**src/rtl/altsqrt_iter.sv**
```systemverilog
// Sequential restoring integer square root: floor(sqrt(data)) and data - root^2,
// one root bit per enabled clock, with a start/busy/done handshake.
module altsqrt_iter #(
  parameter int    data_width     = 16,
  parameter string representation = "UNSIGNED",
  parameter string lpm_type       = "altsqrt_iter",
  localparam int   RW             = (data_width + 1) / 2,
  localparam int   REMW           = RW + 1
) (
  input  logic                  clock,
  input  logic                  sclr,
  input  logic                  ena,
  input  logic                  start,
  input  logic [data_width-1:0] data,
  output logic                  busy,
  output logic                  done,
  output logic [RW-1:0]         root,
  output logic [REMW-1:0]       remainder,
  output logic                  neg_err
);
  localparam int  OW        = 2 * RW;
  localparam int  CW        = (RW > 1) ? $clog2(RW) : 1;
  localparam bit  IS_SIGNED = (representation == "SIGNED");

  typedef enum logic [1:0] {IDLE, CALC, DONE} state_t;

  state_t          state, state_nx;
  logic [OW-1:0]   opnd;
  logic [REMW-1:0] prem;
  logic [RW-1:0]   proot;
  logic [CW-1:0]   cnt;
  logic            accept, neg_in, last;
  logic [REMW+1:0] cat_rem, sub, trial;
  logic [REMW-1:0] rem_nx;
  logic [RW-1:0]   root_nx;

  assign neg_in = IS_SIGNED && data[data_width-1];
  assign last   = (cnt == '0);

  // The sign bit of trial tells whether the next root bit is 1; partials are
  // bounded so the widened subtraction never overflows into it.
  always_comb begin
    cat_rem = {prem, opnd[OW-1 -: 2]};
    sub     = {1'b0, proot, 2'b01};
    trial   = cat_rem - sub;
    rem_nx  = trial[REMW+1] ? cat_rem[REMW-1:0] : trial[REMW-1:0];
    root_nx = RW'({proot, ~trial[REMW+1]});
  end

  always_comb begin
    state_nx = state;
    accept   = 1'b0;
    if (ena) begin
      case (state)
        IDLE, DONE: if (start) begin
          accept   = 1'b1;
          state_nx = neg_in ? DONE : CALC;
        end
        CALC:       if (last) state_nx = DONE;
        default:    state_nx = IDLE;
      endcase
    end
  end

  always_ff @(posedge clock) begin
    if (sclr) state <= IDLE;
    else      state <= state_nx;
  end

  always_ff @(posedge clock) begin
    if (sclr) begin
      opnd      <= '0;
      prem      <= '0;
      proot     <= '0;
      cnt       <= '0;
      root      <= '0;
      remainder <= '0;
      neg_err   <= 1'b0;
    end else if (ena) begin
      if (accept) begin
        neg_err <= neg_in;
        if (neg_in) begin
          root      <= '0;
          remainder <= '0;
        end else begin
          opnd  <= OW'(data);
          prem  <= '0;
          proot <= '0;
          cnt   <= CW'(RW - 1);
        end
      end else if (state == CALC) begin
        opnd  <= opnd << 2;
        prem  <= rem_nx;
        proot <= root_nx;
        cnt   <= cnt - 1'b1;
        if (last) begin
          root      <= root_nx;
          remainder <= rem_nx;
        end
      end
    end
  end

  assign busy = (state == CALC);
  assign done = (state == DONE);
endmodule

```
**config.mk**
```make
export PLATFORM = sky130hd
export DESIGN_NAME = altsqrt_iter
export DESIGN_NICKNAME = d
export VERILOG_FILES = /design/src/rtl/altsqrt_iter.sv
export SDC_FILE = /design/constraint.sdc
export NUM_CORES = 1
export LEC_CHECK = 0
export ABC_CLOCK_PERIOD_IN_PS = 4950
export BUFFER_PORTS_ARGS = -buffer_cell sky130_fd_sc_hd__clkbuf_2
export CORE_UTILIZATION = 30
export DETAILED_ROUTE_END_ITERATION = 6
export SLEW_MARGIN = 20
export SYNTH_ARGS = -nofsm -noshare
export SYNTH_HDL_FRONTEND = slang
export SYNTH_SLANG_ARGS = --single-unit
export TNS_END_PERCENT = 10
```
**constraint.sdc**
```tcl
create_clock -name clock -period 4.95 [get_ports clock]
set_input_delay 0.99 -clock clock [delete_from_list [all_inputs] [get_ports clock]]
set_output_delay 0.99 -clock clock [all_outputs]
set_load 0.02 [all_outputs]
```
[Word level (Yosys, flattened, before mapping)]
Index checks and enable logic that the tools add are counted.
W data, S select, Z words.
Word-level totals
  bits in registers: 55
  output and inout port bits: 20
  word-level logic and storage cells: 37
Cells by class
  add/subtract/negate cells: 2
  eq/ne operators: 4
  muxes and demuxes: 15
  bitwise gates (word level): 2
  reduce and logical (&&, ||, !) cells: 7
Operator list (count)
  $mux W16: 2
  $mux W9: 3
  $mux W8: 2
  $sub A11 B10 Y11: 1
  $mux W3: 2
  $mux W2: 2
  $pmux W2 S2: 1
  $reduce_and A4 Y1: 1
  $logic_not A3 Y1: 1
  $mux W1: 3
  $reduce_and A3 Y1: 1
  $sub A3 B1 Y3 const B: 1
  $eq A2 B1 Y1 const B: 1
  $eq A2 B2 Y1 const B: 1
  $logic_not A2 Y1: 1
  $ne A2 B1 Y1 const B: 1
  $ne A2 B2 Y1 const B: 1
  $not A1 Y1: 2
  $reduce_and A2 Y1: 1
  $reduce_bool A2 Y1: 1
  $reduce_or A2 Y1: 1

[Depth between registers and ports, before layout]
Gate-level depths: netlist of run 1.
  depth in word-level cells: 6
  depth in mapped cells: 10

[Worst setup path before layout of run 1]
No wires, ideal clock.
  path kind: reg-to-reg
  start point: register proot[0]
  end point: register remainder[3]
  library setup time: 134 ps
  arrival: 2028 ps
  required time: 4816 ps
  slack: 2788 ps
  cell stages (with the launch flop): 11
  buffers on the path: 2
  cell sequence: dfxtp_1 -> inv_1 -> ha_1 -> nor2b_4 -> o311ai_2 -> a21oi_1 -> o211a_1 -> buf_6 -> buf_12 -> mux2i_1 -> a211oi_1
Between the ends
  cells in the longest elaborated chain, start to end: 2
RTL lines
  start: declaration: RTL line 30  | logic [RW-1:0] proot;
  start signal: assignment: RTL line 94  | proot <= root_nx;
  $sub A11 B10 Y11: RTL line 45  | trial = cat_rem - sub;
  $mux W9: RTL line 46  | rem_nx = trial[REMW+1] ? cat_rem[REMW-1:0] : trial[REMW-1:0];
  end signal: assignment: RTL line 98  | remainder <= rem_nx;
  end: declaration: RTL line 18  | output logic [REMW-1:0] remainder,
No other way between the ends.
A chain may end at the register's enable or synchronous reset.

[Worst setup path in the final report of run 1]
  start point: input ena
  end point: register remainder[8]
Between the ends
  cells in the longest elaborated chain, start to end: 3
RTL lines
  start: declaration: RTL line 12  | input logic ena,
  $mux W1: RTL line 53  | if (ena) begin
  $not A1 Y1 (no source line)
  $reduce_and A4 Y1 (no source line) *
Every way passes the cells marked *; elsewhere a longest branch is shown, timed or not.

==> results of run 1 <==
-- final timing paths --
path / startpoint / end / slack [ps] / cells past startpoint
setup / recovery: ena / remainder[8] / 2160 / 6
hold / removal: proot[7] / proot[7] / 460 / 2
setup reg to reg: proot[1] / remainder[6] / 2220 / 8
hold reg to reg: proot[7] / proot[7] / 460 / 2
-- routing by layer --
layer / vias up / track usage / share of wire
li1: 1154 / - / -
met1: 1039 / 0.187 / 0.48
met2: 49 / 0.227 / 0.46
met3: 6 / 0.0295 / 0.049
met4: 0 / 0.0448 / 0.010
met5: - / 0 / 0
-- flip-flops by register name (all words and copies together) (netlist names) --
register	cells
cnt	3
opnd	16
prem	9
proot	8
remainder	9
root	8
state	2
-- cell type report --
class	instances	area [sq um]
clock buffer	5	68.8
clock inverter	3	22.5
fill	909	5400
inverter	13	48.8
multi-input combinational	233	1370
sequential	55	1100
tap	105	131
timing repair buffer	39	198
-- critical path, cell delays in order --
cell	delay, ps
clkbuf_2	120
and2_0	760
nand2_1	540
and3_1	370
a41oi_1	160
nand2_1	70
-- kinds of logic (layout without fill, tap and decap cells) --
kind of cell,count (synthesis),in the layout
AOI/OAI and AO/OA,86,86
xor gates and xnor gates,9,9
adders and majority gates,11,11
buffers and inverters,32,60
DFF,55,55
muxes,7,7
other,1,1
and+or+nand+nor,119,119
-- cell usage in the layout, fill, tap and decap left out, types with 7 or more instances in the layout --
| cell type | n |
|---|---|
| nor2_1 | 26 |
| inv_1 | 13 |
| a311oi_1 | 7 |
| ha_1 | 11 |
| mux2i_1 | 7 |
| dfxtp_1 | 55 |
| nand2_1 | 70 |
| a21oi_1 | 31 |
| a211oi_1 | 7 |
| a22oi_1 | 10 |
| clkbuf_2 | 38 |
| o21ai_0 | 12 |
-- power groups by stage --
| stage | clock network (mW) | logic, mW | registers, mW |
|---|---|---|---|
| floorplan | 0 | 0.133 | 0.480 |
| global placement | 0 | 0.157 | 0.479 |
| detailed placement | 0 | 0.159 | 0.480 |
| CTS | 0.265 | 0.160 | 0.470 |
| global route | 0.287 | 0.178 | 0.472 |
| finish | 0.254 | 0.159 | 0.469 |
==> impl_metrics.ini, run 1 <==
[floorplanning]
rows = 33
die-area_sq_um = 9120
coreArea_sq_um = 8340
die_width_microns = 95.5
start_util = 0.314
io_pins = 40
die_height_microns = 95.5

[cts]
cts_tree = yes
clock_latency_ps = 320
post_cts_resized = 0
root_buffer = clkbuf_8
path_clk_slew_ps = 110
clkSinkCount = 55
hold_buffers = 0
cts_buffer_depth = 2
cts_buffers = 5
cts.htree.levels = 2
post-cts-setup-buffers = 0

[critical_path]
crit_required_ps = 5170
path_max_fanout = 19
critPathLaunchType = input pin
arrival_ps = 3020
crit_type = in2reg
cp-end-kind = flip-flop

[detailed_routing]
routed_via_density = 4.96
post-route-drc-count = 0
routed_wl_microns = 5990
first_pass_iters = 4
drt_iter0_drc = 143
antenna_left = 0
vias = 2248
wire_per_inst_microns = 13.2

[layout]
nets = 378
drive_above_1_share = 0.149
fin_area_sq_um = 2940
area_growth_pct = 12.1
final_core_util = 0.353
layoutNonFillerInstCount = 453
diodes = 0

[logic_synthesis]
synthArstFlopShare = 0
synth-seq-area-share = 0.420
synth_fa_ha_area_frac = 0.0525
yosys.area_share.simple = 0.196
synth_most_common_cell = nand2_1
synth_edf_count = 0
ys_ff_latch = 55
synth_top_family_by_area = compound AO/OA/AOI/OAI gates
netlist_top_cells_area = dfxtp_1 42%, nand2_1 10%, a21oi_1 5.9%
yosysTopAreaCellShare = 0.420
syn_avg_cell_area_sq_um = 8.20
synth_xor_area_frac = 0.0301
synth_mux_area_frac = 0.0267
netlist_area_sq_um = 2620
yosys.area.top_type = dfxtp_1
synth_commonest_cells = 70 x nand2_1, 55 x dfxtp_1, 31 x a21oi_1
syn_inst = 320
synth-compound-area-share = 0.216
synthFlopType = dfxtp_1
synth_cell_types = 46
ys_warn_count = 0
synth_nets = 351

[power]
power_frac_clock = 0.288
pwr-share-seq = 0.532
ir_worst_vdd_uv = 147
leakagePower_nw = 1.11
power.switching_mw = 0.261
p_sw_frac = 0.295
power.share.combinational = 0.180
power.total_mw = 0.883
power-per-cell-area_nw_per_um2 = 300
internal-power_mw = 0.622

[timing]
fmax_mhz = 358
fin_ws_ps = 2160
fin_crit_sh = 0.565
final.setup.tns_ps = 0
finalClockSkew_ps = 13.4
maxSlewViolCount = 0
slew_headroom = 0.359
rsz0062_at_grt = no
hold_viol = 0
tightest_slew_ps = 961
finalSetupViolCount = 0
fin_crit_ps = 2790
hold_slack_ps = 460

[placement]
port_buffers = 38
dp.cells = 445
dpl_cell_area_sq_um = 2850
place.gp.congestion = 0.789
dpl_worst_slack_ps = 1780
hpwl_microns = 4250

[job]
cap_viol_max_count = 0

[status]
outcome = finished clean

[global_routing]
overflow = 0
grt_max_degree = 40
antenna_found_initial = 0
grt_pass1_vias = 2084
grt_usage = 0.141
grt_pass1_wl_microns = 9950

[min_path]
hold_class = reg2reg
No activity file was read; power rests on OpenSTA's default activity.
==> inputs of run 2 (changes only) <==
- ABC_CLOCK_PERIOD_IN_PS: 4950 -> 2250
- clock period: 4.95 -> 2.25 ns (I/O delays scaled with it)
==> impl_metrics.ini, run 2 (synthesized netlist as in run 1, its figures left out) <==
[status]
outcome = finished clean

[power]
ir_worst_vdd_uv = 374
power.share.combinational = 0.205
leakagePower_nw = 1.25
internal-power_mw = 1.42
p_sw_frac = 0.295
power-per-cell-area_nw_per_um2 = 629
power_frac_clock = 0.283
pwr-share-seq = 0.512
power.switching_mw = 0.593

[detailed_routing]
vias = 2344
wire_per_inst_microns = 12.8
routed_via_density = 4.85
first_pass_iters = 4
drt_iter0_drc = 98
post-route-drc-count = 0
antenna_left = 0
routed_wl_microns = 6200

[layout]
mostFrequentLayoutCell = nand2_1
reg_top3 = opnd: 16 flops, prem: 9 flops, remainder: 9 flops
final_cell_mix = 70 x nand2_1, 54 x dfxtp_1, 38 x clkbuf_2
diodes = 0
largest_register_ffs = 16
regMostFlops = opnd
nets = 408
drive_above_1_share = 0.228
area_growth_pct = 21.9

[cts]
cts_buffer_depth = 2
root_buffer = clkbuf_8
clock_latency_ps = 320
clkSinkCount = 55
cts.htree.levels = 2
hold_buffers = 0
cts_tree = yes
cts_buffers = 5
path_clk_slew_ps = 110

[timing]
final.setup.tns_ps = 0
slew_headroom = 0.517
fin_ws_ps = 134
fin_crit_ps = 2120
finalClockSkew_ps = 13.2
fin_crit_sh = 0.940
fmax_mhz = 473
maxSlewViolCount = 0
finalSetupViolCount = 0
tightest_slew_ps = 722
hold_viol = 0

[floorplanning]
coreArea_sq_um = 8340
io_pins = 40
rows = 33
start_util = 0.314
die_width_microns = 95.5
die_height_microns = 95.5
die-area_sq_um = 9120

[min_path]
hold_path_startpoint = data[7]
hold_class = in2reg

[critical_path]
path_max_fanout = 3
critPathLaunchType = flip-flop
cp-end-kind = flip-flop
arrival_ps = 2330
r2r_start = proot[2]
crit_type = reg2reg
crit_required_ps = 2460
crit_path_start = proot[2]

[global_routing]
antenna_found_initial = 0
overflow = 0
grt_usage = 0.147
grt_max_degree = 39
grt_pass1_wl_microns = 10300
grt_pass1_vias = 2239

[placement]
hpwl_microns = 4510
port_buffers = 38
place.gp.congestion = 0.811
dpl_worst_slack_ps = -74.3

[job]
cap_viol_max_count = 0
[run 2: metal layers]
layer  up-vias  GRT usage  wire length, microns
li1       1213          -                     -
met2        38      0.260                  3130
met5         -          0                     0
met3         7     0.0279                   202
met4         0     0.0522                    77
met1      1086      0.175                  2790
[run 2: worst max-delay path, stage by stage (launching register included)]
cell and delay [ps]:
dfxtp_1 340, inv_1 60, ha_1 210, or3_1 370, o22ai_1 260, nor2_1 80, or3_1 410, mux2i_1 170
o21ai_0 90
[run 2: power groups by stage]
stage	registers, mW	logic, mW	clock network, mW
final	1.03	0.412	0.568
after global routing	1.03	0.460	0.622
after CTS	1.03	0.406	0.591
after detailed placement	1.05	0.395	0
after global placement	1.05	0.387	0
after floorplan	1.06	0.292	0
[run 2: worst paths after layout]
path	to	slack (ps)	cells past startpoint
max	prem[7]	130	8
min	opnd[7]	390	3
max reg2reg	prem[7]	130	8
min reg2reg	root[2]	460	2
[run 2: layout make-up]
cell class | instances | area (sq um)
fillers | 887 | 5140
multi-input cells | 233 | 1400
flip-flops and latches | 55 | 1100
repair buffers | 69 | 423
well taps | 105 | 131
clock buffers | 5 | 68.8
inverters | 13 | 48.8
clock inverters | 3 | 23.8
[run 2: through the flow]
step	hold slack, ps	instance area, sq um	power, mW	std cells	util
floorplan	432	2620	1.35	320	-
CTS	379	3170	2.03	482	0.380
detailed placement	450	3070	1.45	474	0.368
global route	399	3200	2.12	483	0.383
finish	393	3200	2.01	483	0.383
global placement	445	3070	1.44	474	0.368
[run 2: what timing repair did]
| action | 4_1_cts | 5_1_grt |
|---|---|---|
| setup buffers | 0 | 1 |
| setup endpoints to repair | 9 | 14 |
| pin swaps | 0 | 5 |
| resized for setup | 2 | 4 |
==> inputs of run 3 (changes only) <==
- ABC_AREA: default -> 1
- CORE_MARGIN: default -> 8
==> impl_metrics.ini, run 3 <==
[status]
outcome = finished clean

[timing]
rsz0062_at_grt = no
fmax_mhz = 512
finalClockSkew_ps = 10.1
tightest_slew_ps = 510
fin_crit_sh = 0.867
final.setup.tns_ps = 0
fin_crit_ps = 1950
finalSetupViolCount = 0
maxSlewViolCount = 0
fin_ws_ps = 298
hold_viol = 0
slew_headroom = 0.659

[detailed_routing]
routed_wl_microns = 7040
first_pass_iters = 4
post-route-drc-count = 0
drt_iter0_drc = 134
vias = 2652
routed_via_density = 4.49
antenna_left = 0
wire_per_inst_microns = 11.9

[logic_synthesis]
synth_most_common_cell = nand2_1
yosys.area.top_type = dfxtp_1
synthFlopType = dfxtp_1
synth_nets = 454
synth-seq-area-share = 0.380
synth_edf_count = 0
netlist_area_sq_um = 2900
yosys.area_share.simple = 0.303
synth_commonest_cells = 114 x nand2_1, 65 x inv_1, 55 x dfxtp_1
synth-compound-area-share = 0.141
synth_top_family_by_area = simple AND/OR/NAND/NOR gates
synth_cell_types = 30
ys_ff_latch = 55
synth_xor_area_frac = 0.0121
synth_mux_area_frac = 0
synthArstFlopShare = 0
synth_fa_ha_area_frac = 0.0475
syn_avg_cell_area_sq_um = 6.85
ys_warn_count = 0
syn_inst = 423
yosysTopAreaCellShare = 0.380
netlist_top_cells_area = dfxtp_1 38%, nand2_1 15%, inv_1 8.4%

[power]
power.total_mw = 2.09
leakagePower_nw = 1.56
power.switching_mw = 0.683
pwr-share-seq = 0.500
power_frac_clock = 0.265
p_sw_frac = 0.326
power.share.combinational = 0.234
power-per-cell-area_nw_per_um2 = 630
ir_worst_vdd_uv = 317
internal-power_mw = 1.41

[min_path]
hold_class = in2reg
holdPathStages = 3

[global_routing]
overflow = 0
grt_pass1_vias = 2642
grt_pass1_wl_microns = 12100
antenna_found_initial = 0
grt_max_degree = 41
grt_usage = 0.112

[layout]
final_cell_mix = 114 x nand2_1, 65 x inv_1, 55 x dfxtp_1
reg_top3 = opnd: 16 flops, prem: 9 flops, remainder: 9 flops
final_core_util = 0.346
nets = 488
fill_cells = 1046
regArea_sq_um = 1100
drive_above_1_share = 0.159
multi_input_area_sq_um = 1460
regMostFlops = opnd
largest_register_ffs = 16
diodes = 0
mostFrequentLayoutCell = nand2_1
fin_area_sq_um = 3320
area_growth_pct = 14.5

[cts]
post-cts-setup-buffers = 0
cts_tree = yes
clock_latency_ps = 310
cts.htree.levels = 2
post_cts_resized = 0
path_clk_slew_ps = 110
root_buffer = clkbuf_8
cts_buffers = 5
clkSinkCount = 55
cts_buffer_depth = 2
hold_buffers = 0

[floorplanning]
die_height_microns = 114
coreArea_sq_um = 9590
io_pins = 40
die-area_sq_um = 13100
die_width_microns = 114
start_util = 0.302
rows = 36

[placement]
hpwl_microns = 5290
dpl_worst_slack_ps = 322
place.gp.congestion = 0.869
port_buffers = 38
dpl_cell_area_sq_um = 3230

[critical_path]
arrival_ps = 2170
crit_type = reg2reg
worstRegToRegCells = 14
critPathLaunchType = flip-flop
path_max_fanout = 8
crit_required_ps = 2470
cp-end-kind = flip-flop

[job]
cap_viol_max_count = 0
## run 3: cell count changes in the layout (fill, tap and decap cells not counted), moves of 7 or more
cell,change
nand2_1,+44
buf_4,-25
inv_1,+52
nand2_2,+10
nand3_1,+26
a311oi_1,-7
mux2i_1,-7
a22oi_1,-10
a31oi_1,+8
## run 3: layout make-up
| type | count | share of cell area |
|---|---|---|
| clock buffer | 5 | 0.0207 |
| clock inverter | 3 | 0.00565 |
| inverter | 66 | 0.0746 |
| multi-input combinational | 284 | 0.440 |
| sequential | 55 | 0.332 |
| tap | 133 | 0.0501 |
| timing repair buffer | 45 | 0.0769 |
## run 3: power by group through the flow
stage / logic [mW] / clock network (mW) / registers [mW]
3_5_place_dp: 0.491 / 0 / 1.07
4_1_cts: 0.494 / 0.578 / 1.05
3_3_place_gp: 0.486 / 0 / 1.07
6_report: 0.490 / 0.555 / 1.05
2_1_floorplan: 0.364 / 0 / 1.08
5_1_grt: 0.561 / 0.621 / 1.05
## run 3: logic make-up after synthesis
logic type / after synthesis
buffers and inverters: 84
xor gates and xnor gates: 4
DFF: 55
adders and majority gates: 11
and+or+nand+nor: 197
other: 1
AOI/OAI and AO/OA: 71
## run 3: worst paths after layout
path | start | to | slack (ps)
setup / recovery | proot[2] | remainder[8] | 300
hold / removal | data[1] | opnd[1] | 360
setup reg to reg | proot[2] | remainder[8] | 300
hold reg to reg | opnd[3] | opnd[5] | 470
## run 3: critical path, cell delays in order, from the launching register on
cell,delay (ps)
dfxtp_1,370
inv_1,100
ha_1,360
nand2_2,120
inv_1,60
nand2_1,60
nand2_1,50
nand2_2,100
nand4_4,180
nand2_8,170
nand2_2,60
nand2_1,60
nand2_1,50
nand2_1,70
inv_1,40
## run 3: per-stage QoR
stage | hold slack, ps | std cells
floorplan | 434 | 423
global placement | 449 | 583
detailed placement | 460 | 583
CTS | 354 | 591
global route | 363 | 591
finish | 361 | 591
## run 3: routing by layer
metal | vias to the layer above | wire length, microns | global-route usage
met5 | - | 0 | 0
met4 | 0 | 31 | 0.0204
met3 | 4 | 353 | 0.0264
met2 | 53 | 3270 | 0.192
met1 | 1188 | 3380 | 0.140
li1 | 1407 | - | -
